==> config.mk <==
export PLATFORM = sky130hd
export DESIGN_NAME = tag_gen_scheduler
export DESIGN_NICKNAME = d
export VERILOG_FILES = /design/src/rtl/tag_sched_pkg.sv /design/src/rtl/tag_gen_core.sv /design/src/rtl/tag_gen_scheduler.sv
export SDC_FILE = /design/constraint.sdc
export NUM_CORES = 1
export LEC_CHECK = 0
export BUFFER_PORTS_ARGS = -buffer_cell sky130_fd_sc_hd__buf_4
export CAP_MARGIN = 30
export CORE_ASPECT_RATIO = 0.5
export CORE_MARGIN = 1.5
export CORE_UTILIZATION = 40
export CTS_BUF_LIST = sky130_fd_sc_hd__clkbuf_8 sky130_fd_sc_hd__clkbuf_16
export CTS_CLUSTER_DIAMETER = 150
export DETAILED_ROUTE_END_ITERATION = 8
export PLACE_DENSITY = 0.66
export SKIP_LAST_GASP = 1
export SLEW_MARGIN = 20
export SYNTH_ARGS = -nofsm -noshare
export SYNTH_HDL_FRONTEND = slang
export SYNTH_SLANG_ARGS = --single-unit
export TNS_END_PERCENT = 50
==> constraint.sdc <==
create_clock -name clk -period 2.9 [get_ports clk]
set_clock_uncertainty 0.15 [all_clocks]
set_input_delay 0 -clock clk [delete_from_list [all_inputs] [get_ports clk]]
set_output_delay 0 -clock clk [all_outputs]
set_load 0.05 [all_outputs]
==> src/rtl/tag_sched_pkg.sv <==
// Shared types and constants for the tag generation scheduler.
package tag_sched_pkg;

  // Scheduler FSM encoding.
  typedef enum logic [1:0] {
    S_IDLE = 2'd0,
    S_GEN  = 2'd1,
    S_RESP = 2'd2
  } state_t;

  // Secret key width and its value out of reset.
  localparam int          KEY_W   = 16;
  localparam logic [15:0] KEY_RST = 16'h0000;

  // Mismatch counter width and its saturation value.
  localparam int          ERR_W   = 16;
  localparam logic [15:0] ERR_MAX = 16'hFFFF;

  // Number of data blocks folded into one tag.
  localparam int          NUM_BLOCKS = 4;

endpackage

==> src/rtl/tag_gen_core.sv <==
// Combinational tag function: each of the four data blocks is optionally
// inverted and rotated under control of the key, then all four are XORed.
module tag_gen_core
  import tag_sched_pkg::*;
#(
  parameter int DATA_SIZE  = 32,
  parameter int BLOCK_SIZE = DATA_SIZE / 4
) (
  input  logic [DATA_SIZE-1:0]  data,
  input  logic [KEY_W-1:0]      key,
  output logic [BLOCK_SIZE-1:0] tag
);

  // Key bits 0..3 select inversion and bits 0..11 select the rotate amounts;
  // the top nibble has no role in the tag function.
  logic unused_key_bits;
  assign unused_key_bits = ^key[KEY_W-1:3*NUM_BLOCKS];

  // Fold the four transformed blocks together. The rotate uses a doubled
  // copy of the block so a zero amount is a plain identity (no shift by width).
  always_comb begin
    logic [BLOCK_SIZE-1:0]   blk;
    logic [2*BLOCK_SIZE-1:0] dbl;
    int                      amt;
    tag = '0;
    blk = '0;
    dbl = '0;
    amt = 0;
    for (int i = 0; i < NUM_BLOCKS; i++) begin
      blk = data[i*BLOCK_SIZE +: BLOCK_SIZE];
      if (key[i]) begin
        blk = ~blk;
      end
      amt = int'(key[3*i +: 3]) % BLOCK_SIZE;
      dbl = {blk, blk} << amt;
      tag = tag ^ dbl[2*BLOCK_SIZE-1 -: BLOCK_SIZE];
    end
  end

endmodule

==> src/rtl/tag_gen_scheduler.sv <==
// Round-robin scheduler sharing one tag_gen_core between NUM_REQ requesters.
//
// Handshake rule (request and response sides alike): a transfer happens in a
// cycle where valid and ready are both high at the rising clock edge. A
// requester keeps its valid/data stable until it sees ready; the scheduler
// holds rsp_valid and all rsp_* fields stable until rsp_ready is seen.
//
// Flow: IDLE (grant, capture operands) -> GEN (evaluate tag, register the
// response) -> RESP (wait for rsp_ready) -> IDLE. Key writes land in a shadow
// register and are only copied to the active key in IDLE, so a transaction in
// flight always sees one key.
module tag_gen_scheduler
  import tag_sched_pkg::*;
#(
  parameter int DATA_SIZE  = 32,
  parameter int BLOCK_SIZE = DATA_SIZE / 4,
  parameter int NUM_REQ    = 2,
  parameter int SRC_W      = 2
) (
  input  logic                          clk,
  input  logic                          reset_n,
  input  logic                          key_wr_en,
  input  logic [KEY_W-1:0]              key_wr_data,
  output logic                          key_busy,
  input  logic [NUM_REQ-1:0]            req_valid,
  output logic [NUM_REQ-1:0]            req_ready,
  input  logic [NUM_REQ*DATA_SIZE-1:0]  req_data,
  input  logic [NUM_REQ-1:0]            req_check,
  input  logic [NUM_REQ*BLOCK_SIZE-1:0] req_tag_exp,
  output logic                          rsp_valid,
  input  logic                          rsp_ready,
  output logic [SRC_W-1:0]              rsp_src,
  output logic [BLOCK_SIZE-1:0]         rsp_tag,
  output logic                          rsp_mismatch,
  output logic [ERR_W-1:0]              err_count,
  output logic [1:0]                    dbg_state
);

  state_t                state;
  logic [SRC_W-1:0]      rr_ptr;

  logic [KEY_W-1:0]      active_key;
  logic [KEY_W-1:0]      shadow_key;
  logic                  key_pending;

  logic [DATA_SIZE-1:0]  op_data;
  logic                  op_check;
  logic [BLOCK_SIZE-1:0] op_exp;
  logic [SRC_W-1:0]      op_src;

  logic                  grant_found;
  logic [SRC_W-1:0]      grant_idx;
  logic                  grant_en;
  logic [SRC_W-1:0]      next_rr;

  logic [DATA_SIZE-1:0]  sel_data;
  logic                  sel_check;
  logic [BLOCK_SIZE-1:0] sel_exp;

  logic [BLOCK_SIZE-1:0] core_tag;

  assign key_busy  = key_pending;
  assign dbg_state = state;

  // Cyclic priority search: first valid requester at or after rr_ptr.
  always_comb begin
    grant_found = 1'b0;
    grant_idx   = '0;
    for (int off = 0; off < NUM_REQ; off++) begin
      for (int i = 0; i < NUM_REQ; i++) begin
        if (!grant_found && req_valid[i] &&
            (i == ((int'(rr_ptr) + off) % NUM_REQ))) begin
          grant_found = 1'b1;
          grant_idx   = SRC_W'(i);
        end
      end
    end
  end

  // A grant is only issued in IDLE, and not in a cycle that applies a key.
  assign grant_en = (state == S_IDLE) && !key_pending && grant_found;

  // Pointer moves just past the winner so it gets lowest priority next time.
  always_comb begin
    if (int'(grant_idx) >= NUM_REQ - 1) begin
      next_rr = '0;
    end else begin
      next_rr = grant_idx + SRC_W'(1);
    end
  end

  // One-hot ready toward the winning requester, zero otherwise.
  always_comb begin
    req_ready = '0;
    for (int i = 0; i < NUM_REQ; i++) begin
      req_ready[i] = grant_en && (grant_idx == SRC_W'(i));
    end
  end

  // Select the winning requester's operand slices.
  always_comb begin
    sel_data  = '0;
    sel_check = 1'b0;
    sel_exp   = '0;
    for (int i = 0; i < NUM_REQ; i++) begin
      if (grant_idx == SRC_W'(i)) begin
        sel_data  = req_data[i*DATA_SIZE +: DATA_SIZE];
        sel_check = req_check[i];
        sel_exp   = req_tag_exp[i*BLOCK_SIZE +: BLOCK_SIZE];
      end
    end
  end

  tag_gen_core #(
    .DATA_SIZE  (DATA_SIZE),
    .BLOCK_SIZE (BLOCK_SIZE)
  ) u_core (
    .data (op_data),
    .key  (active_key),
    .tag  (core_tag)
  );

  // Key shadow: a write may arrive any time; it is applied only in IDLE.
  // A write coinciding with an apply keeps the new value pending.
  always_ff @(posedge clk or negedge reset_n) begin
    if (!reset_n) begin
      active_key  <= KEY_RST;
      shadow_key  <= KEY_RST;
      key_pending <= 1'b0;
    end else begin
      if ((state == S_IDLE) && key_pending) begin
        active_key  <= shadow_key;
        key_pending <= 1'b0;
      end
      if (key_wr_en) begin
        shadow_key  <= key_wr_data;
        key_pending <= 1'b1;
      end
    end
  end

  // Transaction FSM with operand capture, registered response and error count.
  always_ff @(posedge clk or negedge reset_n) begin
    if (!reset_n) begin
      state        <= S_IDLE;
      rr_ptr       <= '0;
      op_data      <= '0;
      op_check     <= 1'b0;
      op_exp       <= '0;
      op_src       <= '0;
      rsp_valid    <= 1'b0;
      rsp_src      <= '0;
      rsp_tag      <= '0;
      rsp_mismatch <= 1'b0;
      err_count    <= '0;
    end else begin
      case (state)
        S_IDLE: begin
          if (grant_en) begin
            op_data  <= sel_data;
            op_check <= sel_check;
            op_exp   <= sel_exp;
            op_src   <= grant_idx;
            rr_ptr   <= next_rr;
            state    <= S_GEN;
          end
        end
        S_GEN: begin
          rsp_tag      <= core_tag;
          rsp_mismatch <= op_check && (core_tag != op_exp);
          rsp_src      <= op_src;
          rsp_valid    <= 1'b1;
          state        <= S_RESP;
        end
        S_RESP: begin
          if (rsp_ready) begin
            rsp_valid <= 1'b0;
            if (rsp_mismatch && (err_count != ERR_MAX)) begin
              err_count <= err_count + 16'd1;
            end
            state <= S_IDLE;
          end
        end
        default: begin
          rsp_valid <= 1'b0;
          state     <= S_IDLE;
        end
      endcase
    end
  end

endmodule

; ---- Word-level counts from Yosys, hierarchy flattened
; Cells that the tools add are included.
[classes]
add_sub_neg = 3
magnitude_cmp = 1
eq_ne = 8
n_shift = 4
mux = 25
bitwise = 9
n_reduce_logical = 27
[ops]
columns = cell, count
row1 = logical NOT 32 bit, 2
row2 = 2-to-1 mux 32 bit, 2
row3 = << shifter 16 x 3 -> 16 bit, 4
row4 = 2-to-1 mux 8 bit, 6
row5 = inverter 8 bit, 4
row6 = XOR 8 bit, 3
row7 = "adder 16 x 1 -> 16 bit, second input constant", 1
row8 = "inequality test 16 bit, second input constant", 1
row9 = logical AND 1 bit, 14
row10 = 2-to-1 mux 1 bit, 13
row11 = inequality test 8 bit, 1
row12 = case mux 2 bit (3 select lines), 1
row13 = AND reduction 2 bit, 3
row14 = "equality test 2 x 1 -> 1 bit, second input constant", 2
row15 = logical NOT 1 bit, 4
row16 = logical NOT 2 bit, 2
row17 = 2-to-1 mux 2 bit, 2
row18 = "inequality test 2 bit, second input constant", 2
row19 = case mux 1 bit (3 select lines), 1
row20 = AND reduction 3 bit, 1
row21 = "adder 1 bit, second input constant", 2
row22 = "equality test 2 bit, first input constant", 1
row23 = "equality test 2 bit, second input constant", 1
row24 = ">= comparator 2 x 1 -> 1 bit, second input constant", 1
row25 = other kinds (3), 3
[totals]
ff_bits = 99
in_bits = 104
output_inout_bits = 33
word_cells = 91

; ---- Logic depth before layout (Yosys ltp)
[depth]
depth_word = 18
mapped_depth = 10
mapped_depth_nobuf = 8

; ---- Cells and area by module
; From an unflattened synthesis, not the netlist that was laid out.
[unflattened]
cells_unflattened = 555
area_unflattened_um2 = 6217.2
[modules_own_cells]
columns = mod, instances, cells_each, area_each_um2, seq_area_each_um2
row1 = tag_gen_scheduler, 1, 375, 4618.2, 2627.5
row2 = tag_gen_core, 1, 180, 1599.0, 0.0

; ---- Worst setup path before layout
; No wires, ideal clock.
[synth_path]
kind = reg2reg
from = register state[0] (netlist: dbg_state[0])
to = register rr_ptr[0]
setup_time_ps = 161
arrival_time_ps = 2264
setup_slack_ps = 326
path_stages_with_launch = 5
path_buffers = 1
period_less_slack_ps = 2574
cell_sequence = dfrtp_1 -> or4_1 -> clkbuf_1 -> nor2_1 -> nor2_1
[synth_between]
elab_chain_len = 4
[synth_rtl]
columns = element, line_no
row1 = "start, declared", tag_gen_scheduler.sv:39  ; state_t state;
row2 = "start signal, assigned", tag_gen_scheduler.sv:145  ; state <= S_IDLE;
row3 = "start signal, assigned", tag_gen_scheduler.sv:165  ; state <= S_GEN;
row4 = "start signal, assigned", tag_gen_scheduler.sv:173  ; state <= S_RESP;
row5 = logical NOT 2 bit (*), "tag_gen_scheduler.sv:81, tag_gen_scheduler.sv:157"
row6 = logical AND 1 bit (2 in series), tag_gen_scheduler.sv:81  ; assign grant_en = (state == S_IDLE) && !key_pending && grant_found;
row7 = AND reduction 2 bit (no source line) (*), -
row8 = "end signal, assigned", tag_gen_scheduler.sv:164  ; rr_ptr <= next_rr;
row9 = "end, declared", tag_gen_scheduler.sv:40  ; logic [SRC_W-1:0] rr_ptr;
; Mark *: on every way between the ends. The rest lies on a longest branch, timed or not.
; A chain may end at the register's enable or synchronous reset.

; ---- Worst setup path after layout
[layout_path]
from = register active_key[2]
to = register rsp_mismatch
[layout_between]
elab_chain_len = 6
elab_cells_between_ends = 8
[layout_rtl]
columns = element, line_no
row1 = "start, declared", tag_gen_scheduler.sv:42  ; logic [KEY_W-1:0] active_key;
row2 = "start signal, assigned", tag_gen_scheduler.sv:132  ; active_key <= shadow_key;
row3 = << shifter 16 x 3 -> 16 bit / 2-to-1 mux 8 bit (equally long branches), "tag_gen_core.sv:35, tag_gen_core.sv:31"
row4 = XOR 8 bit / << shifter 16 x 3 -> 16 bit (equally long branches), "tag_gen_core.sv:36, tag_gen_core.sv:35"
row5 = XOR 8 bit (*) (2 in series), tag_gen_core.sv:36  ; tag = tag ^ dbl[2*BLOCK_SIZE-1 -: BLOCK_SIZE];
row6 = inequality test 8 bit (*), tag_gen_scheduler.sv:170  ; rsp_mismatch <= op_check && (core_tag != op_exp);
row7 = logical AND 1 bit (*), tag_gen_scheduler.sv:170
row8 = "end signal, assigned", tag_gen_scheduler.sv:170
row9 = "end, declared", tag_gen_scheduler.sv:34  ; output logic rsp_mismatch,
; Marks and branches as above.

==> impl_metrics.tcl <==
set metrics [dict create \
    outcome "completed" \
    grt_pass1_wl_um 23170 \
    async_flop_share_pct 100.0 \
    synth_top_area_share_pct 40.68 \
    timing.final.crit_period_ns 2.773 \
    path_class "reg2reg" \
    hpwlAfterDp_um 9836 \
    wire_per_inst_um 14.76 \
    synth_xor_area_share_pct 10.34 \
    r2r_slack_ns 0.13 \
    fin_area_mm2 0.008635 \
    final_nets 869 \
    path_max_fanout 7 \
    antenna_left 0 \
    drive_gt1_share_pct 31.86 \
    fp.dieH_um 89.37 \
    power_density_mw_per_mm2 1270 \
    gr-total-overflow 0 \
    drt_iter0_drc 212 \
    ir_drop_uv 870.5 \
    syn_avg_cell_area_um2 11.34 \
    fin_util_pct 59.52 \
    diodes 0 \
    synth_top_area_cell "dfrtp_1" \
    cts.path.max_buffers 2 \
    finalHoldViolations 0 \
    setup_viol_count_final 0 \
    cts_post_setup_buffers_inserted 0 \
    grt_max_degree 57 \
    synthMuxAreaShare_pct 30.07 \
    drv_slew 0 \
    portBuffers 131 \
    area_delta_synth_final_pct 44.71 \
    instances_no_fill 967 \
    leakage_nw 4.018 \
    syn-cell-area_mm2 0.005967 \
    synth-seq-cells 97 \
    rows 31 \
    total_power_w 0.01096 \
    fin_crit_sh_pct 95.62 \
    synth_nets 631 \
    synth_compound_area_share_pct 6.794 \
    netlist_top_cells_area "dfrtp_1 (41%), mux2i_1 (13%), mux4_2 (10%), mux2_2 (6.2%), o21ai_0 (4.9%)" \
    synth_top_flop_cell "dfrtp_1" \
    grt_usage_pct 19.02 \
    firstDrtPassIters 4 \
    ys_seq_area_share_pct 40.68 \
    cts_tree "yes" \
    dieArea_mm2 0.01570 \
    worst_r2r_path_depth 9 \
    ys_types 50 \
    max_slew_margin_pct 53.59 \
    clk_pin_slew_ns 0.08 \
    pin_count 137 \
    drcViolationCount 0 \
    yosys.area_share.simple_pct 8.241 \
    routed_wirelength_um 14270 \
    synth_edf_count 0 \
    synthAdderAreaFrac_pct 0.2097 \
    placed_cell_area_mm2 0.007209 \
    maxCapViolCount 0 \
    cts_buffers 9 \
    routed-via-count 4746 \
    start_kind "flip-flop" \
    ys_warn_count 0 \
    via_per_inst 4.908 \
    tightest_slew_ns 0.6962 \
    cp-end-kind "flip-flop" \
    h-tree-depth 3 \
    start_util_pct 41.13 \
    antenna_found_initial 0 \
    numClockSinks 97 \
    gp_congestion 0.8376 \
    die_w_um 175.7 \
    fmax_mhz 360.6 \
    fin_setup_tns_ns 0 \
    syn-instance-count 526 \
    critPathArrivalTime_ns 2.84 \
    worstReg2RegStart "active_key[2]$_DFFE_PN0P_" \
    placed_cells 842 \
    core_mm2 0.01451 \
    rsz0062_at_grt "false" \
    crit_path_start "active_key[2]$_DFFE_PN0P_" \
    synth_top_family_by_area "multiplexers" \
    grt_pass1_vias 4638 \
    worstHoldPathType "in2async" \
    worstPathRequired_ns 2.96 \
    clock_latency_ns 0.35 \
    clockRootBuffer "clkbuf_16" \
]
==> cells in the final DEF (no fill, tap or decap), types with 4 or more instances in the layout <==
master,Yosys,routed
xor2_1,24,23
inv_1,9,9
mux2_2,33,33
clkbuf_16,0,9
dlygate4sd3_1,0,109
mux4_2,27,27
o21ai_0,58,57
nand2b_1,4,4
buf_4,5,149
clkinv_4,0,4
dfrtp_1,97,94
xnor2_1,31,29
nand3_1,5,5
nand2_1,70,70
mux2i_1,75,72
nor2_1,17,17
==> state kept, by name (all words and copies together), names as in the netlist <==
name and cells:
op_data 32, err_count 16, active_key 12, shadow_key 12
op_exp 8, rsp_tag 8, dbg_state 2, key_busy 1
op_check 1, op_src 1, rr_ptr 1, rsp_mismatch 1
rsp_src 1, rsp_valid 1
==> layer usage <==
metal  routed length, um  share of wire, %  vias up  global-route usage [%]
met3                 726               5.1       13                   3.486
met1                6837                48     2283                   25.91
met4                 132              0.93        0                   4.740
met2                6573                46      111                   31.84
li1                    -                 -     2339                       -
met5                   0                 0        -                       0
==> timing repair <==
action / CTS / global route
setup endpoints to repair: 0 / 1
hold buffers: 109 / 0
endpoints found under the hold margin: 109 / 0
gates resized for setup: 0 / 10
==> per-stage QoR <==
stage	hold WS [ns]	setup WS (ns)
after floorplan	-0.4456	0.3258
after global placement	-0.06670	0.1112
after detailed placement	-0.06312	0.06248
after CTS	0.09422	0.05948
after global routing	0.1564	0.007775
final	0.07814	0.1270
==> power by group <==
part           internal, W  switching (W)
clock             0.000599       0.000557
sequential         0.00186       0.000650
combinational      0.00383        0.00347
==> cell usage after synthesis (4+ instances only) <==
master	count
dfrtp_1	97
clkbuf_1	17
mux2i_1	75
xnor2_1	31
inv_1	9
mux4_2	27
nand2_1	70
buf_2	6
nor2_1	17
o21ai_0	58
nand3_1	5
xor2_1	24
mux2_2	33
nand2b_1	4
buf_4	5
==> final timing paths <==
path                                             end
min in group clk               rr_ptr[0]$_DFFE_PN0P_
min reg2reg                    op_src[0]$_DFFE_PN0P_
max reg2reg                 rsp_mismatch$_DFFE_PN0P_
max                         rsp_mismatch$_DFFE_PN0P_
max in group asynchronous  active_key[4]$_DFFE_PN0P_
min                         err_count[0]$_DFFE_PN0P_
==> worst max-delay path, stage by stage (launching register included) <==
cell     delay (ns)
dfrtp_2        0.45
buf_4          0.17
mux2_1         0.33
mux4_2         0.50
xor2_2         0.18
xnor2_2        0.17
xnor2_1        0.19
nand4_1        0.15
nor4_2         0.27
o31ai_2        0.08
==> cell type report <==
cell class | instances | area [um^2]
multi-input cells | 387 | 3385
well taps | 198 | 247.7
clock inverters | 7 | 62.56
clock buffers | 9 | 225.2
inverters | 9 | 33.78
flip-flops and latches | 97 | 2431
fillers | 1209 | 5872
repair buffers | 260 | 2250
==> kinds of logic after synthesis <==
logic type                 count (synthesis)
xor gates and xnor gates                  61
muxes                                    138
and+or+nand+nor                          113
DFF                                       97
other                                      1
AOI/OAI and AO/OA                         73
adders and majority gates                  1
buffers and inverters                     42
Note: power is estimated with default switching activity, not from simulation.
